==> src/rtl/ps2_host_tx_if.sv <==
// ps2_host_tx_if: request/completion bus between a command source and ps2_host_tx.
//
// Signals:
//   tx_data   command byte to send (valid with tx_valid)
//   tx_valid  request; byte accepted when tx_valid && tx_ready
//   tx_ready  transmitter idle, can accept a byte
//   tx_done   one-cycle pulse: device acknowledged and bus returned to idle
//   tx_err    one-cycle pulse: timeout or missing acknowledge
//
// Modports: master (command source), slave (transmitter).
interface ps2_host_tx_if;
  logic [7:0] tx_data;
  logic       tx_valid;
  logic       tx_ready;
  logic       tx_done;
  logic       tx_err;

  modport master (
    output tx_data,
    output tx_valid,
    input  tx_ready,
    input  tx_done,
    input  tx_err
  );

  modport slave (
    input  tx_data,
    input  tx_valid,
    output tx_ready,
    output tx_done,
    output tx_err
  );
endinterface

==> src/rtl/ps2_host_tx.sv <==
// ps2_host_tx: PS/2 host-to-device transmitter. Sends one command byte to the keyboard
// over the open-collector clock/data lines by driving output enables only (1 = pull low).
// Sequence: inhibit clock, assert start bit, release clock, then present one bit per
// device falling edge (8 data LSB first, odd parity, released stop), check the ack at the
// 11th edge and wait for both lines to float high.
//
// Ports:
//   master_clk   system clock
//   reset        asynchronous, active-high
//   tx           ps2_host_tx_if.slave (tx_data/tx_valid/tx_ready/tx_done/tx_err)
//   rx_inhibit   high whenever the transmitter is busy (state not idle)
//   ps2_clk_in   raw keyboard clock pad level
//   ps2_data_in  raw keyboard data pad level
//   ps2_clk_oe   1 = pull keyboard clock low
//   ps2_data_oe  1 = pull keyboard data low
//
// Optional build macro PS2_TX_RETRY_EN: on no-ack or timeout, re-run the transfer from the
// inhibit phase with the same byte, up to 2 retries, and report tx_err only after the
// third failure. Without the macro the first failure reports tx_err.
module ps2_host_tx #(
  parameter int unsigned INHIBIT_CYCLES = 5000,
  parameter int unsigned TIMEOUT_CYCLES = 750000,
  parameter int unsigned SYNC_STAGES    = 2
) (
  input  logic         master_clk,
  input  logic         reset,
  ps2_host_tx_if.slave tx,
  output logic         rx_inhibit,
  input  logic         ps2_clk_in,
  input  logic         ps2_data_in,
  output logic         ps2_clk_oe,
  output logic         ps2_data_oe
);

  // A one-flop synchroniser is not safe on an asynchronous pad.
  localparam int unsigned SyncN  = (SYNC_STAGES < 2) ? 2 : SYNC_STAGES;
  // One counter serves both the inhibit phase and the transfer timeout.
  localparam int unsigned CntMax = (INHIBIT_CYCLES > TIMEOUT_CYCLES) ? INHIBIT_CYCLES
                                                                     : TIMEOUT_CYCLES;
  localparam int unsigned CntW   = $clog2(CntMax + 1);
  localparam logic [CntW-1:0] InhLast = CntW'(INHIBIT_CYCLES - 1);
  localparam logic [CntW-1:0] ToLimit = CntW'(TIMEOUT_CYCLES);

  typedef enum logic [2:0] {
    StIdle,
    StInhibit,
    StStart,
    StShift,
    StWaitIdle
  } state_e;

  state_e            state_q, state_d;
  logic [CntW-1:0]   cnt_q, cnt_d;
  logic [3:0]        n_q, n_d;
  logic [7:0]        sh_q, sh_d;
  logic              par_q, par_d;
  logic              clk_oe_q, clk_oe_d;
  logic              data_oe_q, data_oe_d;
  logic [SyncN-1:0]  clk_sync_q;
  logic [SyncN-1:0]  data_sync_q;
  logic              clk_prev_q;
  logic              clk_s, data_s, clk_fall;
  logic              done, err, fail;

`ifdef PS2_TX_RETRY_EN
  logic [1:0]        retry_q, retry_d;
`endif

  // ---------------------------------------------------------------------------
  // Input synchronisers and falling-edge detect
  // ---------------------------------------------------------------------------
  // Reset to 1 (idle bus level) so no false falling edge appears after reset.
  always_ff @(posedge master_clk or posedge reset) begin
    if (reset) begin
      clk_sync_q  <= '1;
      data_sync_q <= '1;
      clk_prev_q  <= 1'b1;
    end else begin
      clk_sync_q  <= {clk_sync_q[SyncN-2:0], ps2_clk_in};
      data_sync_q <= {data_sync_q[SyncN-2:0], ps2_data_in};
      clk_prev_q  <= clk_s;
    end
  end

  assign clk_s    = clk_sync_q[SyncN-1];
  assign data_s   = data_sync_q[SyncN-1];
  assign clk_fall = clk_prev_q & ~clk_s;

  // ---------------------------------------------------------------------------
  // State registers
  // ---------------------------------------------------------------------------
  always_ff @(posedge master_clk or posedge reset) begin
    if (reset) begin
      state_q   <= StIdle;
      cnt_q     <= '0;
      n_q       <= '0;
      sh_q      <= '0;
      par_q     <= 1'b0;
      clk_oe_q  <= 1'b0;
      data_oe_q <= 1'b0;
    end else begin
      state_q   <= state_d;
      cnt_q     <= cnt_d;
      n_q       <= n_d;
      sh_q      <= sh_d;
      par_q     <= par_d;
      clk_oe_q  <= clk_oe_d;
      data_oe_q <= data_oe_d;
    end
  end

`ifdef PS2_TX_RETRY_EN
  always_ff @(posedge master_clk or posedge reset) begin
    if (reset) begin
      retry_q <= 2'd0;
    end else begin
      retry_q <= retry_d;
    end
  end
`endif

  // ---------------------------------------------------------------------------
  // Next state and outputs
  // ---------------------------------------------------------------------------
  always_comb begin
    state_d   = state_q;
    cnt_d     = cnt_q;
    n_d       = n_q;
    sh_d      = sh_q;
    par_d     = par_q;
    clk_oe_d  = clk_oe_q;
    data_oe_d = data_oe_q;
    done      = 1'b0;
    err       = 1'b0;
    fail      = 1'b0;
`ifdef PS2_TX_RETRY_EN
    retry_d   = retry_q;
`endif

    unique case (state_q)
      StIdle: begin
        if (tx.tx_valid) begin
          state_d   = StInhibit;
          cnt_d     = '0;
          clk_oe_d  = 1'b1;
          data_oe_d = 1'b0;
          sh_d      = tx.tx_data;
          par_d     = ~^tx.tx_data;
`ifdef PS2_TX_RETRY_EN
          retry_d   = 2'd0;
`endif
        end
      end

      // Device edges are ignored here: the host owns the clock line.
      StInhibit: begin
        if (cnt_q == InhLast) begin
          data_oe_d = 1'b1;
          cnt_d     = '0;
          state_d   = StStart;
        end else begin
          cnt_d = cnt_q + CntW'(1);
        end
      end

      // Start bit and clock low overlap for one cycle before the clock is released.
      StStart: begin
        clk_oe_d = 1'b0;
        n_d      = '0;
        cnt_d    = '0;
        state_d  = StShift;
      end

      // n_q is the number of device falling edges already seen.
      StShift: begin
        if (cnt_q == ToLimit) begin
          fail = 1'b1;
        end else begin
          cnt_d = cnt_q + CntW'(1);
          if (clk_fall) begin
            n_d = n_q + 4'd1;
            if (n_q < 4'd8) begin
              data_oe_d = ~sh_q[n_q[2:0]];
            end else if (n_q == 4'd8) begin
              data_oe_d = ~par_q;
            end else if (n_q == 4'd9) begin
              data_oe_d = 1'b0;
            end else if (!data_s) begin
              state_d = StWaitIdle;
            end else begin
              fail = 1'b1;
            end
          end
        end
      end

      StWaitIdle: begin
        if (cnt_q == ToLimit) begin
          fail = 1'b1;
        end else begin
          cnt_d = cnt_q + CntW'(1);
          if (clk_s && data_s) begin
            done      = 1'b1;
            clk_oe_d  = 1'b0;
            data_oe_d = 1'b0;
            state_d   = StIdle;
          end
        end
      end

      default: begin
        clk_oe_d  = 1'b0;
        data_oe_d = 1'b0;
        state_d   = StIdle;
      end
    endcase

    if (fail) begin
      clk_oe_d  = 1'b0;
      data_oe_d = 1'b0;
`ifdef PS2_TX_RETRY_EN
      if (retry_q != 2'd2) begin
        // Restart from the inhibit phase with the byte already latched.
        retry_d  = retry_q + 2'd1;
        cnt_d    = '0;
        clk_oe_d = 1'b1;
        state_d  = StInhibit;
      end else begin
        err     = 1'b1;
        state_d = StIdle;
      end
`else
      err     = 1'b1;
      state_d = StIdle;
`endif
    end
  end

  // Done/err are asserted in the last busy cycle so tx_ready rises the cycle after.
  assign tx.tx_ready = (state_q == StIdle);
  assign tx.tx_done  = done;
  assign tx.tx_err   = err;
  assign rx_inhibit  = (state_q != StIdle);
  assign ps2_clk_oe  = clk_oe_q;
  assign ps2_data_oe = data_oe_q;

endmodule

==> src/flat_wrapper.sv <==
// flat-port wrapper written by rule: the top's interface ports become plain ports
module ps2_host_tx_flat 
#(
  parameter int unsigned INHIBIT_CYCLES = 5000,
  parameter int unsigned TIMEOUT_CYCLES = 750000,
  parameter int unsigned SYNC_STAGES    = 2
)
  (master_clk, reset, rx_inhibit, ps2_clk_in, ps2_data_in, ps2_clk_oe, ps2_data_oe, tx_tx_data, tx_tx_valid, tx_tx_ready, tx_tx_done, tx_tx_err);
  ps2_host_tx_if tx_i ();
  input  logic master_clk;
  input  logic reset;
  output logic rx_inhibit;
  input  logic ps2_clk_in;
  input  logic ps2_data_in;
  output logic ps2_clk_oe;
  output logic ps2_data_oe;
  input wire logic [$bits(tx_i.tx_data)-1:0] tx_tx_data;
  input wire logic [$bits(tx_i.tx_valid)-1:0] tx_tx_valid;
  output wire logic [$bits(tx_i.tx_ready)-1:0] tx_tx_ready;
  output wire logic [$bits(tx_i.tx_done)-1:0] tx_tx_done;
  output wire logic [$bits(tx_i.tx_err)-1:0] tx_tx_err;
  assign tx_i.tx_data = tx_tx_data;
  assign tx_i.tx_valid = tx_tx_valid;
  assign tx_tx_ready = tx_i.tx_ready;
  assign tx_tx_done = tx_i.tx_done;
  assign tx_tx_err = tx_i.tx_err;
  ps2_host_tx #(.INHIBIT_CYCLES(INHIBIT_CYCLES), .TIMEOUT_CYCLES(TIMEOUT_CYCLES), .SYNC_STAGES(SYNC_STAGES)) u_core (.master_clk(master_clk), .reset(reset), .tx(tx_i), .rx_inhibit(rx_inhibit), .ps2_clk_in(ps2_clk_in), .ps2_data_in(ps2_data_in), .ps2_clk_oe(ps2_clk_oe), .ps2_data_oe(ps2_data_oe));
endmodule
==> config.mk <==
export PLATFORM = sky130hd
export DESIGN_NAME = ps2_host_tx_flat
export DESIGN_NICKNAME = d
export VERILOG_FILES = /design/src/rtl/ps2_host_tx_if.sv /design/src/rtl/ps2_host_tx.sv /design/src/flat_wrapper.sv
export SDC_FILE = /design/constraint.sdc
export NUM_CORES = 1
export LEC_CHECK = 0
export ABC_AREA = 1
export BUFFER_PORTS_ARGS = -buffer_cell sky130_fd_sc_hd__buf_4
export CAP_MARGIN = 30
export CELL_PAD_IN_SITES_DETAIL_PLACEMENT = 1
export CELL_PAD_IN_SITES_GLOBAL_PLACEMENT = 1
export CORE_MARGIN = 3
export CORE_UTILIZATION = 41
export CTS_BUF_LIST = sky130_fd_sc_hd__clkbuf_4 sky130_fd_sc_hd__clkbuf_8
export CTS_CLUSTER_SIZE = 12
export DETAILED_ROUTE_END_ITERATION = 12
export GPL_ROUTABILITY_DRIVEN = 1
export PLACE_DENSITY = 0.79
export SLEW_MARGIN = 20
export SYNTH_ARGS = -nofsm -noshare
export SYNTH_HDL_FRONTEND = slang
export SYNTH_SLANG_ARGS = --single-unit
==> constraint.sdc <==
create_clock -name master_clk -period 1.5 [get_ports master_clk]
set_input_delay 0.15 -clock master_clk [delete_from_list [all_inputs] [get_ports master_clk]]
set_output_delay 0.15 -clock master_clk [all_outputs]
set_load 0.02 [all_outputs]
==> flow_metrics.env <==
export IMPL_outcome="finished with violations"
export IMPL_violations="setup timing"
export IMPL_ioPinCount=19
export IMPL_fin_area_um2=4640
export IMPL_drtIter0Drc=413
export IMPL_worst_pin_slew_ps=484
export IMPL_period_share_pct=141
export IMPL_cts_sinks=43
export IMPL_cp_startpoint="u_core.cnt_q[2]"
export IMPL_wirelength_um=17800
export IMPL_multi_input_area_um2=2030
export IMPL_synthesis_area_um2=3010
export IMPL_power_uw=7130
export IMPL_cp_arrival_ps=2350
export IMPL_gr_total_overflow=0
export IMPL_gp_congestion=0.885
export IMPL_seqCellArea_um2=1080
export IMPL_worstPathRequired_ps=1730
export IMPL_wl_per_cell_um=27.0
export IMPL_synth_top_family_by_area="simple AND/OR/NAND/NOR gates"
export IMPL_fin_skew_ps=19.3
export IMPL_fin_cells=659
export IMPL_placedCellCount=622
export IMPL_die_h_um=91.7
export IMPL_ir_drop_mv=0.744
export IMPL_drive_above_1_share_pct=44.4
export IMPL_cts_root_buf="clkbuf_8"
export IMPL_placementRows=30
export IMPL_slew_viol_final=0
export IMPL_antenna_left=0
export IMPL_max_freq_ghz=0.473
export IMPL_grt_max_degree=29
export IMPL_core_um2=6940
export IMPL_synth_top_area_share_pct=31.6
export IMPL_reg2reg_to="u_core.ps2_data_oe"
export IMPL_syn_avg_cell_area_um2=6.92
export IMPL_p_per_area_nw_per_um2=1540
export IMPL_synth_compound_area_share_pct=12.2
export IMPL_synthCells=435
export IMPL_diodes=0
export IMPL_synth_area_leader_cell="dfrtp_1"
export IMPL_cap_violations=0
export IMPL_holdWs_ps=44.7
export IMPL_rsz0062_at_grt="true"
export IMPL_vias=4108
export IMPL_nFillCells=858
export IMPL_finalHoldViolCount=0
export IMPL_rrSetupSlack_ps=-620
export IMPL_hp_class="in2reg"
export IMPL_setup_viol=34
export IMPL_mostFrequentLayoutCells="buf_4, nand2_1, inv_1, dfrtp_1, nor2_1"
export IMPL_cts_tree="built"
export IMPL_grt_pass1_wl_um=21800
export IMPL_worst_slack_ps=-616
export IMPL_final_common_cell="buf_4"
export IMPL_ys_types=34
export IMPL_synthSimpleGateAreaFrac_pct=35.6
export IMPL_grt_pass1_vias=4097
export IMPL_synthesis_nets=452
export IMPL_die_area_um2=8410
export IMPL_drt_first_pass_iters=5
export IMPL_crit_path_end="u_core.ps2_data_oe"
export IMPL_crit_path_end_kind="register"
export IMPL_rr_startpoint="u_core.cnt_q[2]"
export IMPL_via_per_inst=6.23
export IMPL_postPlaceCellArea_um2=3890
export IMPL_die_w_um=91.7
export IMPL_dp_hpwl_um=8170
export IMPL_path_clk_slew_ps=120
export IMPL_fin_nets=579
export IMPL_synth_mux_area_share_pct=0
export IMPL_grt_util_all_layers_pct=33.9
export IMPL_antenna_found_initial=0
export IMPL_synth_seq_cells=43
export IMPL_yosys_warnings=0
export IMPL_yosys_top_cells_area="dfrtp_1, nand2_1, inv_1"
export IMPL_synthAdderAreaFrac_pct=1.66
export IMPL_htree_levels=2
export IMPL_clk_latency_ps=340
export IMPL_min_period_ps=2120
export IMPL_synth_xor_area_share_pct=3.78
export IMPL_clock_path_buffers=2
export IMPL_io_buffers=18
export IMPL_critical_path_max_fanout=8
export IMPL_worst_setup_path_start_kind="register"
export IMPL_critPathKind="reg2reg"
export IMPL_seq_area_frac_synth_pct=36.0
export IMPL_rr_worst_depth=12
export IMPL_area_growth_pct=54.1
export IMPL_final_setup_tns_ps=-12140
export IMPL_drc=0
export IMPL_cts_made_buffers=5
export IMPL_max_slew_margin_pct=67.7
export IMPL_start_util_pct=43.4
export IMPL_power_leakage_uw=0.00220
cells by family (layout without fill, tap and decap cells):
group | count (synthesis) | count (layout)
buffers and inverters | 73 | 198
AOI/OAI and AO/OA | 57 | 57
and+or+nand+nor | 245 | 248
adders and majority gates | 4 | 4
DFF | 43 | 43
xor gates and xnor gates | 13 | 13
worst min path at each step:
stage                        from              endpoint  depth (start not counted)  slack, ps
floorplan              ps2_clk_in  u_core.clk_sync_q[0]                          0        150
global placement            reset      u_core.cnt_q[16]                          2        180
detailed placement          reset      u_core.cnt_q[16]                          2        180
CTS                 tx_tx_data[5]        u_core.sh_q[5]                          3         50
global route        tx_tx_data[2]        u_core.sh_q[2]                          3         70
finish              tx_tx_data[2]        u_core.sh_q[2]                          3         40
layer usage:
layer	GRT usage, %	vias up	share of wire, %	wire, um
met5	0	-	0	0
met4	21.0	0	7.8	1390
met3	7.30	137	11	2040
met2	56.2	355	46	8180
met1	39.8	1974	35	6210
li1	-	1642	-	-
layout make-up:
class                   count  share of cell area (%)
repair buffers            125                    22.2
clock inverters             3                   0.944
repair inverters            1                   0.135
inverters                  64                    5.45
well taps                  96                    2.59
multi-input cells         322                    43.8
clock buffers               5                    1.48
flip-flops and latches     43                    23.4
state kept, by name (all words and copies together) (netlist names):
signal / flops
u_core.data_sync_q: 2
u_core.state_q: 3
u_core.clk_sync_q: 2
u_core.par_q: 1
u_core.cnt_q: 20
u_core.ps2_clk_oe: 1
u_core.n_q: 4
u_core.clk_prev_q: 1
u_core.sh_q: 8
u_core.ps2_data_oe: 1
stage by stage:
stage,utilization [%],setup WS (ps)
global route,66.8,-685
global placement,56.0,-289
detailed placement,56.0,-388
CTS,61.5,-408
finish,66.8,-616
floorplan,-,-1.83
synth_stat cells (all sizes together):
library cell  count
nand2           130
inv              63
nor2             58
dfrtp            38
nand3            38
o21ai            35
o211ai           12
buf               9
nand4             9
nor3              8
xor2              7
a21oi             6
xnor2             6
dfstp             5
ha                4
o21bai            4
nand3b            2
clkinv            1
critical path: stages (launching register included):
cell     delay, ps
dfrtp_1        420
buf_6          200
inv_1           90
nor2_1         200
nand2_1        170
nor2_4         170
nand3_2        160
nand2_4        130
nand3_1        130
nand2_1        150
nand2_2         50
nand2_1         70
nand2_1         70
power by group:
| group | internal [uW] | switching (uW) |
|---|---|---|
| clock network | 499 | 561 |
| registers | 1420 | 207 |
| logic | 1570 | 2880 |
| total | 3480 | 3650 |
timing repair:
item | in CTS | in global routing
hold buffers | 3 | 0
gates cloned | 3 | 1
gates resized for setup | 35 | 80
setup buffers | 14 | 10
setup endpoints to repair | 33 | 37
hold endpoints to repair | 17 | 0
pin swaps | 13 | 23
Note: power is estimated with default switching activity, not from simulation.
